--- src/rtl/hazard_ctrl.sv ---
// Pipeline hazard unit: forward selects, load-use/HI-LO stall, stall counter.
// Selects and Stall are combinational (zero latency); Stall holds PC/D and bubbles E.
module hazard_ctrl #(
    parameter int MULT_CYC = 5,
    parameter int DIV_CYC  = 10
) (
    input  logic        Clk,
    input  logic        Reset,
    input  logic [4:0]  D_A1,
    input  logic [4:0]  D_A2,
    input  logic [1:0]  D_Tuse1,
    input  logic [1:0]  D_Tuse2,
    input  logic [4:0]  E_A3,
    input  logic [4:0]  M_A3,
    input  logic [4:0]  W_A3,
    input  logic [1:0]  E_Tnew,
    input  logic [1:0]  M_Tnew,
    input  logic        D_MD,
    input  logic        E_MDStart,
    input  logic        E_MDDiv,
    input  logic [4:0]  E_A1,
    input  logic [4:0]  E_A2,
    input  logic [4:0]  M_A2,
    output logic        PC_Enable,
    output logic        RegD_Enable,
    output logic        RegE_Clr,
    output logic [2:0]  MFRD1D,
    output logic [2:0]  MFRD2D,
    output logic [2:0]  MFALUAE,
    output logic [2:0]  MFALUBE,
    output logic [2:0]  MFWDM,
    output logic        MD_Busy,
    output logic        Stall,
    output logic [15:0] StallCnt
);

    localparam logic [3:0] MULT_LD = 4'(MULT_CYC);
    localparam logic [3:0] DIV_LD  = 4'(DIV_CYC);

    logic [3:0]  md_cnt;
    logic        reg_haz;
    logic [15:0] stall_cnt;

    // Priority E > M > W; a stage only forwards once its result is ready (Tnew == 0).
    function automatic logic [2:0] fwd_sel(
        input logic [4:0] addr,
        input logic       use_e,
        input logic [4:0] e_a3,
        input logic [1:0] e_tnew,
        input logic [4:0] m_a3,
        input logic [1:0] m_tnew,
        input logic [4:0] w_a3
    );
        fwd_sel = 3'd0;
        if (addr != 5'd0) begin
            if (use_e && e_a3 == addr && e_tnew == 2'd0)
                fwd_sel = 3'd3;
            else if (m_a3 == addr && m_tnew == 2'd0)
                fwd_sel = 3'd2;
            else if (w_a3 == addr)
                fwd_sel = 3'd1;
        end
    endfunction

    function automatic logic op_haz(
        input logic [4:0] addr,
        input logic [1:0] tuse,
        input logic [4:0] e_a3,
        input logic [1:0] e_tnew,
        input logic [4:0] m_a3,
        input logic [1:0] m_tnew
    );
        op_haz = 1'b0;
        if (addr != 5'd0) begin
            if (e_a3 == addr && tuse < e_tnew)
                op_haz = 1'b1;
            if (m_a3 == addr && tuse < m_tnew)
                op_haz = 1'b1;
        end
    endfunction

    always_comb begin
        MFRD1D  = fwd_sel(D_A1, 1'b1, E_A3, E_Tnew, M_A3, M_Tnew, W_A3);
        MFRD2D  = fwd_sel(D_A2, 1'b1, E_A3, E_Tnew, M_A3, M_Tnew, W_A3);
        MFALUAE = fwd_sel(E_A1, 1'b0, E_A3, E_Tnew, M_A3, M_Tnew, W_A3);
        MFALUBE = fwd_sel(E_A2, 1'b0, E_A3, E_Tnew, M_A3, M_Tnew, W_A3);
        MFWDM   = (W_A3 != 5'd0 && W_A3 == M_A2) ? 3'd1 : 3'd0;
    end

    assign reg_haz = op_haz(D_A1, D_Tuse1, E_A3, E_Tnew, M_A3, M_Tnew) |
                     op_haz(D_A2, D_Tuse2, E_A3, E_Tnew, M_A3, M_Tnew);

    // The start cycle itself counts as busy so the counter only needs to cover t+1..t+N.
    assign MD_Busy     = E_MDStart | (md_cnt != 4'd0);
    assign Stall       = reg_haz | (D_MD & MD_Busy);
    assign PC_Enable   = ~Stall;
    assign RegD_Enable = ~Stall;
    assign RegE_Clr    = Stall;
    assign StallCnt    = stall_cnt;

    always_ff @(posedge Clk or negedge Reset) begin
        if (!Reset) begin
            md_cnt <= 4'd0;
        end else if (E_MDStart) begin
            md_cnt <= E_MDDiv ? DIV_LD : MULT_LD;
        end else if (md_cnt != 4'd0) begin
            md_cnt <= md_cnt - 4'd1;
        end
    end

    always_ff @(posedge Clk or negedge Reset) begin
        if (!Reset) begin
            stall_cnt <= 16'd0;
        end else if (Stall && stall_cnt != 16'hFFFF) begin
            stall_cnt <= stall_cnt + 16'd1;
        end
    end

endmodule

--- config.mk ---
export PLATFORM = sky130hd
export DESIGN_NAME = hazard_ctrl
export DESIGN_NICKNAME = d
export VERILOG_FILES = /design/src/rtl/hazard_ctrl.sv
export SDC_FILE = /design/constraint.sdc
export NUM_CORES = 1
export LEC_CHECK = 0
export CORE_ASPECT_RATIO = 1.75
export CORE_UTILIZATION = 38
export DETAILED_ROUTE_END_ITERATION = 7
export GPL_ROUTABILITY_DRIVEN = 1
export PLACE_DENSITY_LB_ADDON = 0.08
export SLEW_MARGIN = 20
export SYNTH_ARGS = -nofsm -noshare
export SYNTH_HDL_FRONTEND = slang
export SYNTH_SLANG_ARGS = --single-unit
--- constraint.sdc ---
create_clock -name Clk -period 2.8 [get_ports Clk]
set_input_delay 0.7 -clock Clk [delete_from_list [all_inputs] [get_ports Clk]]
set_output_delay 0.7 -clock Clk [all_outputs]
set_load 0.01 [all_outputs]
; ---- Yosys cells after proc, flatten, opt, wreduce, memory -nomap -nowiden
; Cells that the tools add are included.
[op_classes]
addsub = 2
n_reduce_logical = 21
n_mux = 24
order_cmp = 4
n_eq_ne = 12
bitwise_logic = 5
[ops]
columns = operator, count
row1 = equality test 5 bit, 11
row2 = nonzero test 5 bit, 5
row3 = adder 16 x 1 -> 16 bit (second input constant), 1
row4 = two-way mux 2 bit, 8
row5 = != test 16 bit (second input constant), 1
row6 = logical AND 1 bit, 12
row7 = two-way mux 4 bit, 3
row8 = two-way mux 1 bit, 11
row9 = < comparator 2 bit, 4
row10 = two-way mux 3 bit, 2
row11 = logical NOT 2 bit, 2
row12 = nonzero test 4 bit, 1
row13 = subtractor 4 x 1 -> 4 bit (second input constant), 1
row14 = OR 1 bit, 3
row15 = nonzero test 2 bit, 1
row16 = bitwise AND 1 bit, 1
row17 = NOT 1 bit, 1
[word_totals]
reg_bits = 20
in_bits = 53
word_cells = 70
output_inout_bits = 36

; ---- Longest topological paths before layout
; Gate-level depths: netlist of run 1.
[depth]
ltp_word = 8
ltp_mapped = 9
mapped_depth_nobuf = 8

; ---- Worst setup path before layout of run 1
; Ideal clock, no wire load.
[synth_timing]
path_kind = input-to-output
from = input port E_Tnew[1]
to = output port Stall
t_arrival_ps = 2183
n_path_buf = 2
path_stages = 9
slack_ps = -83
cell_sequence = inv_1 > ha_1 > a21oi_1 > or4b_1 > a21oi_2 > nor3_2 > buf_6 > inv_1 > buf_4
[synth_via]
elab_chain_len = 7
word_cells_on_any_way = 12
cone_classes = order compare: 2 / mux: 6 / bitwise: 2 / reduce/logical: 2
[synth_rtl]
columns = item, line_no
row1 = from (decl), 16  ; input logic [1:0] E_Tnew,
row2 = < comparator 2 bit, 75  ; if (e_a3 == addr && tuse < e_tnew)
row3 = logical AND 1 bit, 75
row4 = two-way mux 1 bit, 75
row5 = two-way mux 1 bit, 77  ; if (m_a3 == addr && tuse < m_tnew)
row6 = two-way mux 1 bit, 74  ; if (addr != 5'd0) begin
row7 = OR 1 bit *, 90  ; assign reg_haz = op_haz(D_A1, D_Tuse1, E_A3, E_Tnew, M_A3, M_Tnew) |
row8 = OR 1 bit *, 95  ; assign Stall = reg_haz | (D_MD & MD_Busy);
row9 = to (decl), 33  ; output logic Stall,
; Mark *: on every way between the ends. The rest lies on a longest branch, timed or not.

; ---- Worst setup path after layout of run 1
[layout_timing]
from = input port E_Tnew[1]
to = output port RegE_Clr
[layout_via]
elab_chain_len = 7
word_cells_on_any_way = 12
cone_classes = order compare: 2 / mux: 6 / bitwise: 2 / reduce/logical: 2
[layout_rtl]
columns = item, line_no
row1 = < comparator 2 bit, 75
row2 = logical AND 1 bit, 75
row3 = two-way mux 1 bit, 75
row4 = two-way mux 1 bit, 77
row5 = two-way mux 1 bit, 74
row6 = OR 1 bit *, 90
row7 = OR 1 bit *, 95
row8 = to (decl), 26  ; output logic RegE_Clr,
; Marked as above.

==> results of run 1 <==
==> layout make-up <==
| class | count | share of cell area (%) |
|---|---|---|
| Multi-Input combinational cell | 192 | 45.6 |
| Timing Repair Buffer | 151 | 35.4 |
| Clock buffer | 4 | 1.56 |
| Tap cell | 54 | 1.92 |
| Sequential cell | 20 | 14.2 |
| Inverter | 11 | 1.31 |
==> how the worst max path moves through the flow <==
stage | start | to | slack, ns
finish | E_Tnew[1] | RegE_Clr | -0.06
global route | E_Tnew[1] | RegE_Clr | -0.12
CTS | E_Tnew[1] | RegE_Clr | -0.07
detailed placement | E_Tnew[1] | RegE_Clr | -0.91
global placement | E_Tnew[1] | RegE_Clr | -0.89
floorplan | D_A2[1] | Stall | 0.007
==> where the power goes <==
group | internal [W] | total, W | switching (W)
registers | 0.000365 | 0.000452 | 0.0000871
logic | 0.000392 | 0.000690 | 0.000298
clock network | 0.000125 | 0.000218 | 0.0000928
==> layer usage <==
metal / vias to the layer above / track usage, % / share of wire (%)
met5: - / 0 / 0
met4: 0 / 12.6 / 4.0
met3: 12 / 2.13 / 3.9
met2: 78 / 46.3 / 58
met1: 1030 / 22.2 / 34
li1: 1086 / - / -
==> logic make-up after synthesis <==
kind of cell               share of synthesized area (%)
and+or+nand+nor                                     24.6
xor gates and xnor gates                            29.1
buffers and inverters                               7.07
AOI/OAI and AO/OA                                   7.63
DFF                                                 25.2
adders and majority gates                           4.42
muxes                                               1.70
other                                              0.189
==> per-stage QoR <==
| step | hold WS (ns) | area [µm²] | setup TNS (ns) | total power [W] |
|---|---|---|---|---|
| detailed placement | 0.477 | 3220 | -14.01 | 0.00110 |
| floorplan | 0.404 | 2030 | 0 | 0.000739 |
| global route | 0.509 | 3530 | -0.504 | 0.00145 |
| global placement | 0.470 | 3220 | -13.50 | 0.00108 |
| finish | 0.480 | 3530 | -0.218 | 0.00136 |
| CTS | 0.488 | 3420 | -0.221 | 0.00134 |
==> registers in the layout, summed over array words and instances, names as in the netlist <==
register	flops
StallCnt	16
md_cnt	4
==> cell usage in the layout, fill, tap and decap left out, types with 9 or more instances in the layout <==
cell type        instances
xor2_1                  32
clkdlybuf4s50_1         29
nor3_1                  12
xnor2_1                 25
nor2_1                  11
buf_4                   64
dfrtp_1                 20
dlygate4sd2_1            9
nand2_1                 12
a21oi_1                 10
buf_6                   15
buf_2                   18
==> worst register-to-register path: stages (launching register included) <==
cell	delay [ns]
dfrtp_1	0.36
inv_1	0.07
ha_1	0.21
nor4b_4	0.14
nor2b_1	0.37
nor3_4	0.09
buf_6	0.14
buf_4	0.17
nor4b_1	0.36
mux2_1	0.35
==> what timing repair did <==
| item | CTS | global route |
|---|---|---|
| buffers inserted | 11 | 4 |
| endpoints found under the setup margin | 25 | 13 |
| resized for setup | 168 | 47 |
| pin swaps | 24 | 27 |
| cloned | 0 | 0 |
==> Yosys cell counts, types with 2 or more instances <==
| cell | number | area, µm² |
|---|---|---|
| buf_4 | 8 | 60.1 |
| nor4b_1 | 3 | 26.3 |
| or4_1 | 2 | 15.0 |
| nand4_1 | 8 | 50.1 |
| o21ai_0 | 4 | 20.0 |
| inv_1 | 11 | 41.3 |
| or3_1 | 2 | 12.5 |
| and3_1 | 5 | 31.3 |
| xnor2_1 | 33 | 289 |
| nand2b_1 | 4 | 25.0 |
| a21oi_1 | 11 | 55.1 |
| nor2_1 | 11 | 41.3 |
| nor3_1 | 16 | 80.1 |
| xor2_1 | 33 | 289 |
| a21boi_0 | 2 | 15.0 |
| mux2_1 | 3 | 33.8 |
| clkbuf_1 | 6 | 22.5 |
| ha_1 | 7 | 87.6 |
| nand2_1 | 12 | 45.0 |
| nand3_1 | 6 | 30.0 |
| nor4_1 | 10 | 62.6 |
| dfrtp_1 | 20 | 500 |
==> reports/metrics.cfg, run 1 <==
[outcome]
outcome = complete, but fails checks
violations = setup timing

[floorplanning]
fp.dieArea_um2 = 5520
ioPinCount = 89
die_h_um = 97.6
core_area_um2 = 4980
rows = 34
floorplan.die.width_um = 56.6
start_util_pct = 39.8

[global_routing]
grt_pass1_vias = 2267
grt_overflow = 0
grt_usage_pct = 23.4
grt_pass1_wl_mm = 10.1
grt_start_max_net_pins = 21
grt_antenna_before_repair = 0

[min_path]
hp-class = reg -> reg
worstHoldEndpoint = StallCnt[8]$_DFFE_PN0P_
hold-path-cell-count = 1
min_from = StallCnt[8]$_DFFE_PN0P_

[critical_path]
ff2ff_path_depth = 9
cp-start-kind = input pin
crit_buf_inv = 5
crit_path_max_fanout = 3
cp_slowest_cell = or4b_4
cp_common_cell = buf_6
cpPeakStageDelay_ns = 0.48
critPathRequiredTime_ns = 2.10
cp.depth = 10
end_kind = output pin
crit_arrival_ns = 2.16
r2r-start = md_cnt[0]$_DFFE_PN0N_
worstReg2RegEnd = StallCnt[12]$_DFFE_PN0P_
r2r_slack_ns = 0.44
path_cells = buf_6 -> inv_4 -> ha_4 -> a21oi_2 -> or4b_4 -> a21oi_4 -> nor3_4 -> buf_6 -> inv_4 -> buf_6
critPathKind = in -> out
critPathTopFamily = simple AND/OR/NAND/NOR gates

[detailed_routing]
vias = 2206
finalWirelength_mm = 6.28
detail-route-antenna-nets = 0
routedWlPerCell_um = 14.5
drcViolationCount = 0
vias_per_cell = 5.11
drt-initial-drc-count = 52
firstDrtPassIters = 4

[pwr]
peakVddDrop_uv = 408
p_per_area_nw_per_um2 = 385
p_leak_nw = 1.64

[yosys]
ys_ff_latch = 20
syn_inst = 234
synth_async_sr_flop_share_pct = 100
avgSynthCellArea_um2 = 8.48
synth_area_um2 = 1980
netlist-cell-type-count = 39
ys_dominant_reg_cell = dfrtp_1
synth_enable_flop_cells = 0
synth_warnings = 0
seq_area_frac_synth_pct = 25.2

[clock_network]
clock_path_buffers = 2
htreeDepth = 1
cts.clk_slew.worst_paths_ns = 0.07
cts_tree = done
clk_latency_ns = 0.26
cts-root-buf = clkbuf_8
cts_made_buffers = 3
cts.sinks = 20
postCtsHoldBufs = 0

[timing]
rsz0062_at_grt = true
finClkSkew_ns = 0.00503
min_period_over_period_pct = 102
layout_setup_ws_ns = -0.0585
hold_viol = 0
layout_min_cycle_time_ns = 2.86
final-max-slew-violation-count = 0
final-setup-viol-count = 4
fmax_ghz = 0.350

[placed_design]
place_ws_ns = -0.914
placed_cells_incl_taps = 413
dp_hpwl_mm = 4.97
gp_congestion = 0.872
portBuffers = 82

[cells_and_area]
fillers = 432
syn_to_final_growth_pct = 77.9
antennaDiodeCount = 0
nNetsFinal = 439
drive_gt1_share_pct = 38.1
ff_latch_area_um2 = 500
fin_cells = 432
final_core_util_pct = 70.9
multiInputGateArea_um2 = 1610

[run]
maxCapViolCount = 0

No activity file was read; power rests on OpenSTA's default activity.
==> inputs of run 2 (changes only) <==
--- a/config.mk
+++ b/config.mk
@@ -9,6 +9,7 @@
 export CORE_UTILIZATION = 38
 export DETAILED_ROUTE_END_ITERATION = 7
 export GPL_ROUTABILITY_DRIVEN = 1
+export MAX_ROUTING_LAYER = met4
 export PLACE_DENSITY_LB_ADDON = 0.08
 export SLEW_MARGIN = 20
 export SYNTH_ARGS = -nofsm -noshare
==> reports/metrics.cfg, run 2 (synthesis results as in run 1) <==
[outcome]
outcome = complete, but fails checks  ; unchanged
violations = setup timing  ; unchanged

[cells_and_area]
final_area_um2 = 3530  ; unchanged
fillers = 432  ; unchanged
largest_reg_flops = 16  ; unchanged
ff_latch_area_um2 = 500  ; unchanged
final_cell_mix = buf_4 (64), xor2_1 (32), clkdlybuf4s50_1 (29)  ; unchanged
final_common_cell = buf_4  ; unchanged
final_core_util_pct = 70.9  ; unchanged
drive_gt1_share_pct = 38.1  ; unchanged
antennaDiodeCount = 0  ; unchanged
multiInputGateArea_um2 = 1610  ; unchanged
syn_to_final_growth_pct = 77.9  ; unchanged
nNetsFinal = 439  ; unchanged

[run]
maxCapViolCount = 0  ; unchanged

[min_path]
hp-class = reg -> reg  ; unchanged

[critical_path]
crit_path_max_fanout = 3  ; unchanged
cp_common_cell = buf_6  ; unchanged
critPathRequiredTime_ns = 2.10  ; about the same
cpPeakStageDelay_ns = 0.48  ; about the same
r2r_slack_ns = 0.44  ; about the same
cp-start-kind = input pin  ; unchanged
crit_arrival_ns = 2.16  ; about the same
crit_buf_inv = 5  ; unchanged
end_kind = output pin  ; unchanged
cp_slowest_cell = or4b_4  ; unchanged
critPathTopFamily = simple AND/OR/NAND/NOR gates  ; unchanged
critPathKind = in -> out  ; unchanged
path_cells = buf_6 -> inv_4 -> ha_4 -> a21oi_2 -> or4b_4 -> a21oi_4 -> nor3_4 -> buf_6 -> inv_4 -> buf_6  ; unchanged

[placed_design]
place_ws_ns = -0.914  ; unchanged
portBuffers = 82  ; unchanged
dp_hpwl_mm = 4.97  ; unchanged
placed_cell_area_um2 = 3220  ; unchanged
gp_congestion = 0.886  ; was 0.872

[pwr]
p_per_area_nw_per_um2 = 386  ; was 385 nW/µm²
p_leak_nw = 1.64  ; unchanged
peakVddDrop_uv = 410  ; was 408 µV

[detailed_routing]
routedWlPerCell_um = 14.6  ; was 14.5 µm
drcViolationCount = 0  ; unchanged
vias_per_cell = 5.16  ; was 5.11
firstDrtPassIters = 4  ; unchanged
drt-initial-drc-count = 49  ; was 52
vias = 2230  ; was 2,206
finalWirelength_mm = 6.30  ; was 6.28 mm
detail-route-antenna-nets = 0  ; unchanged

[global_routing]
grt_pass1_wl_mm = 10.1  ; about the same
grt_usage_pct = 24.0  ; was 23.4%
grt_pass1_vias = 2269  ; was 2,267
grt_start_max_net_pins = 21  ; unchanged
grt_antenna_before_repair = 0  ; unchanged
grt_overflow = 0  ; unchanged

[clock_network]
cts-root-buf = clkbuf_8  ; unchanged
cts.sinks = 20  ; unchanged
cts.clk_slew.worst_paths_ns = 0.07  ; about the same
postCtsHoldBufs = 0  ; unchanged
htreeDepth = 1  ; unchanged
clk_latency_ns = 0.26  ; about the same
cts_made_buffers = 3  ; unchanged
clock_path_buffers = 2  ; unchanged
cts_tree = done  ; unchanged

[timing]
final-setup-viol-count = 4  ; unchanged
layout_min_cycle_time_ns = 2.86  ; about the same
hold_viol = 0  ; unchanged
rsz0062_at_grt = true  ; unchanged
layout_setup_ws_ns = -0.0603  ; was -0.0585 ns
min_period_over_period_pct = 102  ; about the same
fmax_ghz = 0.350  ; about the same
final-max-slew-violation-count = 0  ; unchanged
finClkSkew_ns = 0.00472  ; was 0.00503 ns

[floorplanning]
die_h_um = 97.6  ; unchanged
core_area_um2 = 4980  ; unchanged
floorplan.die.width_um = 56.6  ; unchanged
start_util_pct = 39.8  ; unchanged
ioPinCount = 89  ; unchanged
fp.dieArea_um2 = 5520  ; unchanged
rows = 34  ; unchanged

==> run 2: cell counts in the layout (fill, tap and decap cells not counted) <==
Identical to the previous run, type by type.
==> run 2: final cells by class <==
class                      instances  area share [%]
timing repair buffer             151            35.4
inverter                          11            1.31
clock buffer                       4            1.56
multi-input combinational        192            45.6
sequential                        20            14.2
tap                               54            1.92
==> run 2: timing repair <==
item,4_1_cts,5_1_grt
pin swaps,24,27
buffers inserted,11,4
gates resized for setup,168,47
setup endpoints to repair,25,13
endpoints found under the hold margin,0,0
==> run 2: through the flow <==
stage	power (W)	hold WS, ns	setup TNS, ns	std cells
finish	0.00136	0.480	-0.224	432
global route	0.00145	0.509	-0.505	432
CTS	0.00134	0.488	-0.221	428
detailed placement	0.00110	0.477	-14.01	413
global placement	0.00108	0.470	-13.50	413
floorplan	0.000739	0.404	0	239
==> run 2: metal layers <==
layer	track usage, %	wire length [µm]	vias to the layer above
met3	1.33	241	12
met5	-	0	-
li1	-	-	1088
met1	22.8	2180	1041
met4	12.6	255	0
met2	46.2	3630	89
==> run 2: report_power, final <==
part,total [W],switching (W),internal [W]
registers,0.000452,0.0000872,0.000364
logic,0.000690,0.000298,0.000392
clock network,0.000219,0.0000935,0.000125
==> run 2: final timing paths <==
path / cells after the start / start / to
setup / recovery: 10 / E_Tnew[1] / RegE_Clr
hold / removal: 1 / StallCnt[8]$_DFFE_PN0P_ / StallCnt[8]$_DFFE_PN0P_
setup reg to reg: 9 / md_cnt[0]$_DFFE_PN0N_ / StallCnt[12]$_DFFE_PN0P_
hold reg to reg: 1 / StallCnt[8]$_DFFE_PN0P_ / StallCnt[8]$_DFFE_PN0P_
max in group asynchronous: 2 / Reset / md_cnt[0]$_DFFE_PN0N_
min in group asynchronous: 2 / Reset / StallCnt[3]$_DFFE_PN0P_
==> variant 1, RTL diff (flow settings as in run 2) <==
Put one more register stage on the output `StallCnt`, with the module's reset. The value now appears one clock later. The other outputs are not delayed to match.
--- a/src/rtl/hazard_ctrl.sv
+++ b/src/rtl/hazard_ctrl.sv
@@ -97,5 +97,11 @@
     assign RegD_Enable = ~Stall;
     assign RegE_Clr    = Stall;
-    assign StallCnt    = stall_cnt;
+    always_ff @(posedge Clk or negedge Reset) begin
+        if (!Reset) begin
+            StallCnt <= '0;
+        end else begin
+            StallCnt <= stall_cnt;
+        end
+    end
 
     always_ff @(posedge Clk or negedge Reset) begin
Check against the original RTL: not equivalent (Yosys sat finds a counterexample within 4 cycles, from zero or initial values and one cycle with Reset low).
==> variant 1 against run 2 <==
  * Routed wire length rose by 9.2%
  * Register-to-register slack improved by 0.23 ns
  * Largest power group is now registers
  * Total power rose by 26%
  * Cell area grew 11%
  * Synthesized cell count increased by 6.0%
  * Setup slack better by 0.12 ns
  * Area after synthesis increased by 24%
  * Sequential cell count rose by 16
  * Sequential share of layout area increased by 8.8 points
==> variant 1: results (changes against run 2) <==
| Metric | Value |
|---|---|
| Status | finished clean (was complete, but fails checks) |
| CTS Buf Count | 5 (was 3) |
| Clk. pwr | 0.391 mW (was 0.219 mW) |
| Vias in the first global route | 2358 (was 2269) |
| Non-clk bufs | 138 (was 151) |
| Placed cells | 454 (was 413) |
| R2R cell count | 10 (was 9) |
| Resized cells post-CTS | 116 (was 168) |
| Reg-to-reg endpoint | stall_cnt[1]$_DFFE_PN0P_ (was StallCnt[12]$_DFFE_PN0P_) |
| Post-synthesis adder-cell area fraction | 3.55% (was 4.42%) |
| FF/Latch Area | 901 um2 (was 500 um2) |
| Hold Crit Start | stall_cnt[11]$_DFFE_PN0P_ (was StallCnt[8]$_DFFE_PN0P_) |
| First-pass GRT wire length | 10800 um (was 10100 um) |
| Cell Int Power | 1.20 mW (was 0.882 mW) |
| Dpl ws | -0.765 ns (was -0.914 ns) |
| Leak | 1.77 nW (was 1.64 nW) |
| Synth Area in Compound Gates | 8.31% (was 7.63%) |
| Multi-input comb cells | 190 (was 192) |
| Clock sink total | 36 (was 20) |
| Clock latency on the worst-skew pair | 0.29 ns (was 0.26 ns) |
| Total GRT Usage | 21.6% (was 24.0%) |
| Largest net degree at the start of global routing | 37 (was 21) |
| NonClk Buf Share | 28.3% (was 35.4%) |
| Fraction of layout cells with a size suffix above 1 | 37.2% (was 38.1%) |
| Skew final | 0.00391 ns (was 0.00472 ns) |
| Comb power frac | 36.0% (was 50.7%) |
| Met1 Routed Length | 2300 um (was 2180 um) |
| Worst hold endpoint | StallCnt[11]$_DFF_PN0_ (was StallCnt[8]$_DFFE_PN0P_) |
| Clkbuf count | 7 (was 4) |
| Final HPWL DP | 5600 um (was 4970 um) |
| Xor/xnor share of the synthesized area | 23.4% (was 29.1%) |
| CP max-delay cell | dlygate4sd2_1 (was or4b_4) |
| CP delay by family, top | buffers and inverters (was simple AND/OR/NAND/NOR gates) |
variant 1: how the worst max path moves through the flow:
stage / startpoint / end / slack [ns] / cells after the start
final: E_A3[4] / PC_Enable / 0.06 / 8
after global routing: E_A1[1] / MFALUAE[0] / -0.02 / 7
after CTS: E_A1[1] / MFALUAE[1] / -0.12 / 6
after detailed placement: D_A1[4] / PC_Enable / -0.76 / 9
after global placement: M_A3[2] / MFALUBE[1] / -0.76 / 7
after floorplan: E_Tnew[1] / RegD_Enable / 0.006 / 9
variant 1: metrics by stage:
step	hold slack [ns]	total power, mW	instance area, um2
floorplan	0.387	0.987	2490
global route	0.459	1.81	3910
CTS	0.424	1.71	3890
finish	0.423	1.72	3910
global placement	0.410	1.31	3710
detailed placement	0.410	1.32	3710
variant 1: layer usage:
metal	up-vias	global-route usage [%]
li1	1111	-
met1	1089	18.1
met3	24	2.72
met4	0	9.80
met5	-	-
met2	88	44.9
==> variant 2, RTL diff (settings of run 2) <==
Made on the original files. Set the parameter `DIV_CYC` to 7 (it was 10).
--- a/src/rtl/hazard_ctrl.sv
+++ b/src/rtl/hazard_ctrl.sv
@@ -3,5 +3,5 @@
 module hazard_ctrl #(
     parameter int MULT_CYC = 5,
-    parameter int DIV_CYC  = 10
+    parameter int DIV_CYC  = 7
 ) (
     input  logic        Clk,
Function: changed (a bounded check fails within 10 cycles, from zero or initial values and one cycle with Reset low).
==> variant 2 against run 2 <==
  * The flow finishes with violations (design-rule violations)
  * Count of clock-buffer cells in the layout did not move
  * Combinational power fell by 17%
  * Clock skew fell by 0.0034 ns
  * Total power fell by 10%
  * Sequential cell count did not move
  * Hold slack improved by 0.018 ns
  * Area after synthesis rose by 2.3%
  * Setup slack improved by 0.12 ns
  * Final cell count fell by 4.9%
  * Routed wire length fell by 8.8%
  * Critical endpoint is now PC_Enable
  * Cell area fell by 3.7%
==> variant 2: results (changes against run 2) <==
| Metric | Value |
|---|---|
| Synth top cells by count | xnor2_1 (41), xor2_1 (23), dfrtp_1 (20), inv_1 (14) (was xnor2_1 (33), xor2_1 (33), dfrtp_1 (20), nor3_1 (16), nand2_1 (12)) |
| Post-DR vias/cell | 5.13 (was 5.16) |
| Synth unique cells | 37 (was 39) |
| Met2 wire len | 3370 um (was 3630 um) |
| Area of the multi-input gates | 1540 um2 (was 1610 um2) |
| GR Util met3 | 1.97% (was 1.33%) |
| Status | complete, but fails checks (unchanged) |
| DRC Markers | 6 (was 0) |
| Gpl congestion | 0.888 (was 0.886) |
| GR Util met1 | 20.7% (was 22.8%) |
| Fillers | 455 (was 432) |
| Vias in the first global route | 2120 (was 2269) |
| Failing checks | design-rule violations (was negative setup slack) |
| Crit. Startpoint | D_A2[1] (was E_Tnew[1]) |
| Sequential share of the synthesized area | 24.7% (was 25.2%) |
| Crit-path max FO | 4 (was 3) |
| Comb power frac | 46.9% (was 50.7%) |
| Final setup TNS | 0 ns (was -0.224 ns) |
| Hold Crit Start | StallCnt[9]$_DFFE_PN0P_ (was StallCnt[8]$_DFFE_PN0P_) |
| NonClk Buf Share | 34.8% (was 35.4%) |
| Placed cells | 403 (was 413) |
| Final HPWL DP | 4830 um (was 4970 um) |
| Top cell type's share of synthesized area | 24.7% (was 25.2%) |
| Leak | 1.53 nW (was 1.64 nW) |
| Net Sw Power | 0.418 mW (was 0.479 mW) |
| Maximum vdd drop | 0.205 mV (was 0.410 mV) |
| Met2 Use GR | 43.5% (was 46.2%) |
| # nets final | 418 (was 439) |
| Leading post-synthesis cells by cell area | dfrtp_1 (25%), xnor2_1 (18%), xor2_1 (9.9%) (was dfrtp_1 (25%), xnor2_1 (15%), xor2_1 (15%)) |
| Final clock-cell share | 1.62% (was 1.56%) |
| Skew final | 0.00133 ns (was 0.00472 ns) |
| Non-clk bufs | 137 (was 151) |
==> variant 2: worst register-to-register path, delay by kind of cell, from the launching register on <==
kind / cells / cell delay (ns)
flops: 1 / 0.34
buf+inv: 5 / 0.60
fa+ha+maj: 1 / 0.22
simple gates: 2 / 0.23
mux: 1 / 0.34
compound gates: 1 / 0.17
==> variant 2: metrics by stage <==
stage	hold slack, ns	power [mW]	area (um2)	utilization [%]	worst slack, ns
detailed placement	0.493	1.00	3220	63.6	-0.842
global placement	0.491	0.991	3220	63.6	-0.809
finish	0.498	1.22	3400	67.1	0.0601
global route	0.520	1.31	3400	67.1	-0.00464
CTS	0.508	1.23	3350	66.2	0.000843
floorplan	0.404	0.687	2050	-	0.00209
==> variant 2: cell families (layout without fill, tap and decap cells) <==
logic type	after synthesis	after routing	share of synthesized area, %
fa+ha+maj	7	7	4.32
simple gates	79	79	23.7
compound gates	20	20	7.34
flops	20	20	24.7
buf+inv	30	155	8.14
mux	3	3	1.60
other cells	1	6	0.185
xor+xnor	67	67	30.0
==> variant 2: worst paths after layout <==
path | slack [ns] | end
setup / recovery | 0.06 | PC_Enable
hold / removal | 0.50 | StallCnt[9]$_DFFE_PN0P_
setup reg to reg | 0.80 | StallCnt[1]$_DFFE_PN0P_
hold reg to reg | 0.50 | StallCnt[9]$_DFFE_PN0P_
max in group asynchronous | 1.82 | md_cnt[2]$_DFFE_PN0N_
min in group asynchronous | 0.77 | StallCnt[3]$_DFFE_PN0P_
==> variant 2: repair_timing <==
action                     CTS  global route
setup buffers                3             1
resized for setup          116            28
cloned                       0             0
hold endpoints to repair     0             0
pin swaps                   18            18
setup endpoints to repair   14            12
